<file path="src/rtl/wb_pkg.sv">
// Shared load-size encoding for the write-back stage.
package wb_pkg;

  typedef logic [1:0] ld_size_t;

  localparam ld_size_t LD_BYTE = 2'b00;
  localparam ld_size_t LD_HALF = 2'b01;
  localparam ld_size_t LD_WORD = 2'b10;

endpackage

</file>
<file path="src/rtl/wb_stage_pipe_if.sv">
// MEM-to-WB bus: instruction fields from the MEM stage and the register-file write port.
interface wb_stage_pipe_if
  import wb_pkg::*;
#(
  parameter int DATA_W = 32,
  parameter int ADDR_W = 5
);

  // Handshake: a transfer happens on a rising edge where in_valid and in_ready are
  // both 1; the master keeps in_valid and every field stable until that edge.
  logic              in_valid;
  logic              in_ready;
  logic              mem_to_reg;
  logic              reg_write;
  logic [ADDR_W-1:0] rd;
  logic [DATA_W-1:0] data_in;
  logic [DATA_W-1:0] dir;
  ld_size_t          ld_size;
  logic              ld_signed;

  logic              wb_en;
  logic [ADDR_W-1:0] wb_addr;
  logic [DATA_W-1:0] data_out;

  modport master (
    output in_valid, mem_to_reg, reg_write, rd, data_in, dir, ld_size, ld_signed,
    input  in_ready, wb_en, wb_addr, data_out
  );

  modport slave (
    input  in_valid, mem_to_reg, reg_write, rd, data_in, dir, ld_size, ld_signed,
    output in_ready, wb_en, wb_addr, data_out
  );

endinterface

</file>
<file path="src/rtl/wb_load_ext.sv">
// Combinational byte/halfword lane extraction with zero or sign extension.
module wb_load_ext
  import wb_pkg::*;
#(
  parameter int DATA_W = 32
) (
  input  logic [DATA_W-1:0] word,
  input  logic [1:0]        lane,
  input  ld_size_t          ld_size,
  input  logic              ld_signed,
  output logic [DATA_W-1:0] result
);

  logic [7:0]  byte_sel;
  logic [15:0] half_sel;

  always_comb begin
    byte_sel = word[7:0];
    case (lane)
      2'd0:    byte_sel = word[7:0];
      2'd1:    byte_sel = word[15:8];
      2'd2:    byte_sel = word[23:16];
      default: byte_sel = word[31:24];
    endcase

    // lane[0] plays no part for halves, so odd addresses never trap
    half_sel = lane[1] ? word[31:16] : word[15:0];

    result = word;
    case (ld_size)
      LD_BYTE: result = {{(DATA_W-8){ld_signed & byte_sel[7]}}, byte_sel};
      LD_HALF: result = {{(DATA_W-16){ld_signed & half_sel[15]}}, half_sel};
      default: result = word;
    endcase
  end

endmodule

</file>
<file path="src/rtl/wb_stage_pipe.sv">
// Registered write-back stage: one-entry pipe with stall/flush and a retired counter.
// Optional narrow-load extraction is built when WB_LOAD_EXT_EN is defined.
module wb_stage_pipe
  import wb_pkg::*;
#(
  parameter int DATA_W = 32,
  parameter int ADDR_W = 5,
  parameter int CNT_W  = 32
) (
  input  logic                 clk,
  input  logic                 rst,
  input  logic                 stall,
  input  logic                 flush,
  wb_stage_pipe_if.slave       bus,
  output logic [CNT_W-1:0]     retired
);

  logic              valid_q;
  logic              rw_q;
  logic [ADDR_W-1:0] wb_addr_q;
  logic [DATA_W-1:0] data_q;
  logic [DATA_W-1:0] mem_word;
  logic [DATA_W-1:0] wr_data;
  logic              in_ready;
  logic              complete;

`ifdef WB_LOAD_EXT_EN
  wb_load_ext #(.DATA_W(DATA_W)) u_load_ext (
    .word      (bus.data_in),
    .lane      (bus.dir[1:0]),
    .ld_size   (bus.ld_size),
    .ld_signed (bus.ld_signed),
    .result    (mem_word)
  );
`else
  logic unused_ld;
  assign unused_ld = ^{bus.ld_size, bus.ld_signed};
  assign mem_word  = bus.data_in;
`endif

  assign wr_data  = bus.mem_to_reg ? mem_word : bus.dir;
  assign in_ready = !valid_q || !stall;
  // A flushed entry leaves without being counted
  assign complete = valid_q && !stall && !flush;

  always_ff @(posedge clk or negedge rst) begin
    if (!rst) begin
      valid_q   <= 1'b0;
      rw_q      <= 1'b0;
      wb_addr_q <= '0;
      data_q    <= '0;
      retired   <= '0;
    end else begin
      if (flush) begin
        valid_q <= 1'b0;
      end else if (in_ready) begin
        valid_q <= bus.in_valid;
        if (bus.in_valid) begin
          rw_q      <= bus.reg_write;
          wb_addr_q <= bus.rd;
          data_q    <= wr_data;
        end
      end
      if (complete) begin
        retired <= retired + 1'b1;
      end
    end
  end

  assign bus.in_ready = in_ready;
  assign bus.wb_en    = valid_q && rw_q && (wb_addr_q != '0);
  assign bus.wb_addr  = wb_addr_q;
  assign bus.data_out = data_q;

endmodule

</file>
<file path="src/flat_wrapper.sv">
// flat-port wrapper written by rule: the top's interface ports become plain ports
module wb_stage_pipe_flat import wb_pkg::*;
#(
  parameter int DATA_W = 32,
  parameter int ADDR_W = 5,
  parameter int CNT_W  = 32
)
  (clk, rst, stall, flush, retired, bus_in_valid, bus_mem_to_reg, bus_reg_write, bus_rd, bus_data_in, bus_dir, bus_ld_size, bus_ld_signed, bus_in_ready, bus_wb_en, bus_wb_addr, bus_data_out);
  wb_stage_pipe_if #(.DATA_W(DATA_W), .ADDR_W(ADDR_W)) bus_i ();
  input  logic clk;
  input  logic rst;
  input  logic stall;
  input  logic flush;
  output logic [CNT_W-1:0] retired;
  input wire logic [$bits(bus_i.in_valid)-1:0] bus_in_valid;
  input wire logic [$bits(bus_i.mem_to_reg)-1:0] bus_mem_to_reg;
  input wire logic [$bits(bus_i.reg_write)-1:0] bus_reg_write;
  input wire logic [$bits(bus_i.rd)-1:0] bus_rd;
  input wire logic [$bits(bus_i.data_in)-1:0] bus_data_in;
  input wire logic [$bits(bus_i.dir)-1:0] bus_dir;
  input wire logic [$bits(bus_i.ld_size)-1:0] bus_ld_size;
  input wire logic [$bits(bus_i.ld_signed)-1:0] bus_ld_signed;
  output wire logic [$bits(bus_i.in_ready)-1:0] bus_in_ready;
  output wire logic [$bits(bus_i.wb_en)-1:0] bus_wb_en;
  output wire logic [$bits(bus_i.wb_addr)-1:0] bus_wb_addr;
  output wire logic [$bits(bus_i.data_out)-1:0] bus_data_out;
  assign bus_i.in_valid = bus_in_valid;
  assign bus_i.mem_to_reg = bus_mem_to_reg;
  assign bus_i.reg_write = bus_reg_write;
  assign bus_i.rd = bus_rd;
  assign bus_i.data_in = bus_data_in;
  assign bus_i.dir = bus_dir;
  assign bus_i.ld_size = bus_ld_size;
  assign bus_i.ld_signed = bus_ld_signed;
  assign bus_in_ready = bus_i.in_ready;
  assign bus_wb_en = bus_i.wb_en;
  assign bus_wb_addr = bus_i.wb_addr;
  assign bus_data_out = bus_i.data_out;
  wb_stage_pipe #(.DATA_W(DATA_W), .ADDR_W(ADDR_W), .CNT_W(CNT_W)) u_core (.clk(clk), .rst(rst), .stall(stall), .flush(flush), .bus(bus_i), .retired(retired));
endmodule
</file>
<file path="config.mk">
export PLATFORM = sky130hd
export DESIGN_NAME = wb_stage_pipe_flat
export DESIGN_NICKNAME = d
export VERILOG_FILES = /design/src/rtl/wb_pkg.sv /design/src/rtl/wb_stage_pipe_if.sv /design/src/rtl/wb_load_ext.sv /design/src/rtl/wb_stage_pipe.sv /design/src/flat_wrapper.sv
export SDC_FILE = /design/constraint.sdc
export NUM_CORES = 1
export LEC_CHECK = 0
export BUFFER_PORTS_ARGS = -buffer_cell sky130_fd_sc_hd__buf_2
export CELL_PAD_IN_SITES_DETAIL_PLACEMENT = 1
export CELL_PAD_IN_SITES_GLOBAL_PLACEMENT = 1
export CORE_ASPECT_RATIO = 0.9
export CORE_MARGIN = 2
export CORE_UTILIZATION = 38
export DETAILED_ROUTE_END_ITERATION = 8
export GPL_TIMING_DRIVEN = 0
export PLACE_DENSITY_LB_ADDON = 0.1
export SKIP_CTS_REPAIR_TIMING = 1
export SYNTH_ARGS = -nofsm -noshare
export SYNTH_HDL_FRONTEND = slang
export SYNTH_HIERARCHICAL = 1
export SYNTH_SLANG_ARGS = --single-unit
</file>
<file path="constraint.sdc">
create_clock -name clk -period 2.35 [get_ports clk]
set_clock_uncertainty 0.15 [all_clocks]
set_input_delay 0.47 -clock clk [delete_from_list [all_inputs] [get_ports clk]]
set_output_delay 0.47 -clock clk [all_outputs]
set_load 0.02 [all_outputs]
</file>
# After elaboration in Yosys (flattened, before gate mapping)
# Index checks and enable logic that the tools add are counted.
dict set report op_classes {
  mux 3
  n_reduce_logical 11
  n_bitwise 1
  n_addsub 1
}
# op n
set ops {}
lappend ops {{$add 32x1->32 const B} 1}
lappend ops {{$mux 32} 1}
lappend ops {{$reduce_bool 5->1} 1}
lappend ops {{$logic_and 1x1->1} 4}
lappend ops {{$logic_not 1->1} 3}
lappend ops {{$reduce_and 3->1} 1}
lappend ops {{$mux 1} 2}
lappend ops {{$reduce_bool 2->1} 1}
lappend ops {{$logic_or 1x1->1} 1}
lappend ops {{$not 1->1} 1}
dict set report word_totals {
  inputBits 79
  out_inout_bits 71
  regBits 71
  elab_cells 21
}

# Depth between registers and ports, before layout
dict set report depth {
  word_depth 4
  mapped_depth 5
  mapped_depth_nobuf 4
}

# Worst setup path before layout
# No wires, ideal clock.
dict set report synth_timing {
  kind {reg-to-output}
  startpoint {register u_core.wb_addr_q[1], in the netlist u_core/bus.wb_addr[1]}
  endpoint {output bus_wb_en}
  setup_slack_ns 0.543
  n_path_buf 0
  arrival_time_ns 1.187
  path_stages_with_launch 3
  required_time_ns 1.730
  path_cell_list {dfrtp_1 > or3_1 > o311a_1}
}
dict set report synth_between {
  elab_chain_cells 2
}
# element line_no
set synth_rtl {}
lappend synth_rtl {{from (decl)} wb_stage_pipe.sv:20} ;# logic [ADDR_W-1:0] wb_addr_q;
lappend synth_rtl {{from (signal assigned)} wb_stage_pipe.sv:60} ;# wb_addr_q <= bus.rd;
lappend synth_rtl {{$reduce_bool 5->1} wb_stage_pipe.sv:71} ;# assign bus.wb_en = valid_q && rw_q && (wb_addr_q != '0);
lappend synth_rtl {{$logic_and 1x1->1} wb_stage_pipe.sv:71}
lappend synth_rtl {{to (decl)} flat_wrapper.sv:24} ;# output wire logic [$bits(bus_i.wb_en)-1:0] bus_wb_en;
# Every way passes these cells.

# Final worst setup path
# Same ends and word-level chain as after synthesis.

==> reports/results.txt <==
Mux contribution to synthesized area = 12.2%
Seq/Total Area, Yosys = 54.2%
Vias in the first global route = 2689
Relative slew margins = 68.9%
CP Class = reg2out
Routed Wire Length = 8820 um
Routed wire per std cell = 15.4 um
Final nets = 527
Worst skew pair latency = 0.35 ns
DR pass1 iterations = 4
Antenna cells = 0
Core area = 8490 um^2
Clock Tree Buf Depth = 2
Area leader, netlist = dfrtp_1
DIE AREA = 9380 um^2
Synth Flop Type = dfrtp_1
Area growth syn-to-layout = 34.7%
Wl on met1 = 3860 um
Buf+Inv Stages, Crit Path = 1
Die X = 102 um
Placer Congestion = 0.765
Initial Utilization = 38.6%
Unrepaired setup endpoints after global routing = false
Leak = 2.32 nW
Achievable Freq = 0.450 GHz
Synth top area cells = dfrtp_1 (54%), mux2i_1 (9.8%), xnor2_1 (5.1%), nand2_1 (4.9%), o21ai_0 (4.9%)
P per Cell Area = 726 nW/um^2
Cells after Synth = 289
Global Route Usage Sum = 19.2%
Area of the multi-input gates = 1410 um^2
Post-synthesis compound-gate area fraction = 5.35%
Slowest CP cell = dfrtp_1
Final Max Slew Viols = 0
Root Buffer = clkbuf_8
Storage cell area = 1780 um^2
Largest family of logic cells by synthesized area = simple AND/OR/NAND/NOR gates
Status = finished, final reports clean
Yosys cell types = 34
CP top delay family = flip-flops
Global-route wire length before repair = 13800 um
EDFF count, synth = 0
CP arrival = 1.60 ns
Hold Fails Final Rpt = 0
Top Ports = 150
CTS clk-pin slew, worst paths = 0.08 ns
H-tree Lvls = 3
Initial drt markers = 37
Clk sinks = 71
Final worst path period share = 94.5%
Syn Area/Cell = 11.3 um^2
Asr flop ratio synth = 100%
Die height = 92.1 um
Remaining DRCs = 0
Fraction of layout cells with a size suffix above 1 = 42.0%
Yosys warns = 6
Endpoint type of the worst setup path = output port
Worst Path Required = 1.73 ns
Worst slew pin tran = 0.465 ns
Routed met2 length = 4300 um
Maxcap violations = 0
Vias/cell = 4.75
Buffers on Ports = 145
Number of CTS-inserted buffers = 9
Final design utilization = 52.0%
Uppermost layer routed = met4
Max VDD drop = 292 uV
Critical-path maximum fanout = 3
XOR/XNOR Fraction of Synth Area = 8.29%
Final setup vio count = 0
Pin count of the biggest net entering global routing = 71
Minimum clock period = 2.22 ns
Fill cells = 1012
Top-area cell type share of the netlist area = 54.2%
Post-Syn Area = 3280 um^2
DP HPWL = 6600 um
Hold/Removal Path Class = in2reg
Worst path cell trace = or3_1 -> o311a_1 -> buf_2
CTS tree = built
Post-Synthesis Net Count = 369
FF+latch count, synth = 71
Met3 Routed Length = 549 um
Row count = 32
Antenna violations before repair = 0
Simple-gate share of the synthesized area = 16.9%
Setup TNS = 0 ns
Post-DRT Antenna Nets = 0
Worst setup SP type = register
Post-Synth Adder-Cell Area = 0.382%
Critical Path Max Stage Delay = 0.41 ns
Total gr overflow = 0
Vias = 2714
==> cells in the mapped netlist, types with 3 or more instances <==
library cell,instances
and2_1,6
nand3_1,7
o21ai_0,32
buf_2,4
nor3_1,3
nand4_1,7
nand2_1,43
nor2_1,6
xnor2_1,19
nor3b_2,3
mux2i_1,32
dfrtp_1,71
nor3_2,5
mux2_2,7
clkbuf_1,7
inv_1,6
xor2_1,12
==> metal layers <==
layer  vias up  GRT usage (%)
met5         -              0
met3         9           4.12
met4         0           7.00
li1       1310              -
met1      1310           25.5
met2        85           30.9
==> state kept, by name (all words and copies together) (netlist names) <==
signal and count:
u_core/bus.data_out 32, u_core/retired 32, u_core/bus.wb_addr 5, u_core/rw_q 1
u_core/valid_q 1
==> worst reg2reg max path, cell delays in order, from the launching register on <==
cell and delay (ns):
dfrtp_1 0.42, and4bb_2 0.32, and4_4 0.24, buf_6 0.14, nand4_1 0.14, xnor2_1 0.21
==> final cells by class <==
type                    instances  share of cell area (%)
flip-flops and latches         71                    40.3
multi-input cells             199                    32.0
repair buffers                147                    17.4
well taps                     119                    3.37
clock buffers                  11                    3.20
clock inverters                 5                    1.84
plain buffers                  13                    1.47
inverters                       6                   0.510
==> cell families after synthesis <==
logic type / after synthesis
compound gates: 34
xor+xnor: 31
fa+ha+maj: 1
buf+inv: 19
flops: 71
mux: 39
simple gates: 94
==> placed cells by master (no fill, tap or decap), types with 7 or more instances in the layout <==
cell      instances
o21ai_0          32
mux2i_1          32
nand3_1           7
nand2_1          43
nand4_1           7
clkbuf_8         10
xor2_1           12
mux2_2            7
buf_2           148
dfrtp_1          71
clkbuf_1          8
xnor2_1          19
==> final timing paths <==
| kind | depth (start not counted) | end | start | slack, ns |
|---|---|---|---|---|
| min in group asynchronous | 2 | u_core/bus.data_out[16]$_DFFE_PN0P_ | rst | 0.30 |
| setup reg to reg | 5 | u_core/retired[29]$_DFFE_PN0P_ | u_core/valid_q$_DFFE_PN0P_ | 0.64 |
| hold reg to reg | 1 | u_core/retired[31]$_DFFE_PN0P_ | u_core/retired[31]$_DFFE_PN0P_ | 0.33 |
| max in group asynchronous | 3 | u_core/retired[2]$_DFFE_PN0P_ | rst | 1.23 |
| setup / recovery | 3 | bus_wb_en | u_core/bus.wb_addr[1]$_DFFE_PN0P_ | 0.13 |
| hold / removal | 2 | u_core/valid_q$_DFFE_PN0P_ | flush | 0.17 |
==> per-stage QoR <==
| step | cell area [um^2] | hold slack [ns] | setup WS, ns | cells | power, mW |
|---|---|---|---|---|---|
| 2_1_floorplan | 3280 | 0.0244 | 0.543 | 289 | 1.83 |
| 3_3_place_gp | 4150 | 0.308 | 0.209 | 553 | 2.11 |
| 3_5_place_dp | 4180 | 0.119 | 0.391 | 554 | 2.14 |
| 4_1_cts | 4400 | -0.264 | 0.109 | 570 | 3.25 |
| 5_1_grt | 4410 | 0.180 | 0.0900 | 571 | 3.37 |
| 6_report | 4410 | 0.165 | 0.129 | 571 | 3.20 |
==> where the power goes <==
group	internal, mW	total, mW	switching [mW]
Combinational	0.256	0.656	0.400
Clock	0.627	1.10	0.468
Sequential	1.36	1.45	0.0923
No activity file was read; power rests on OpenSTA's default activity.
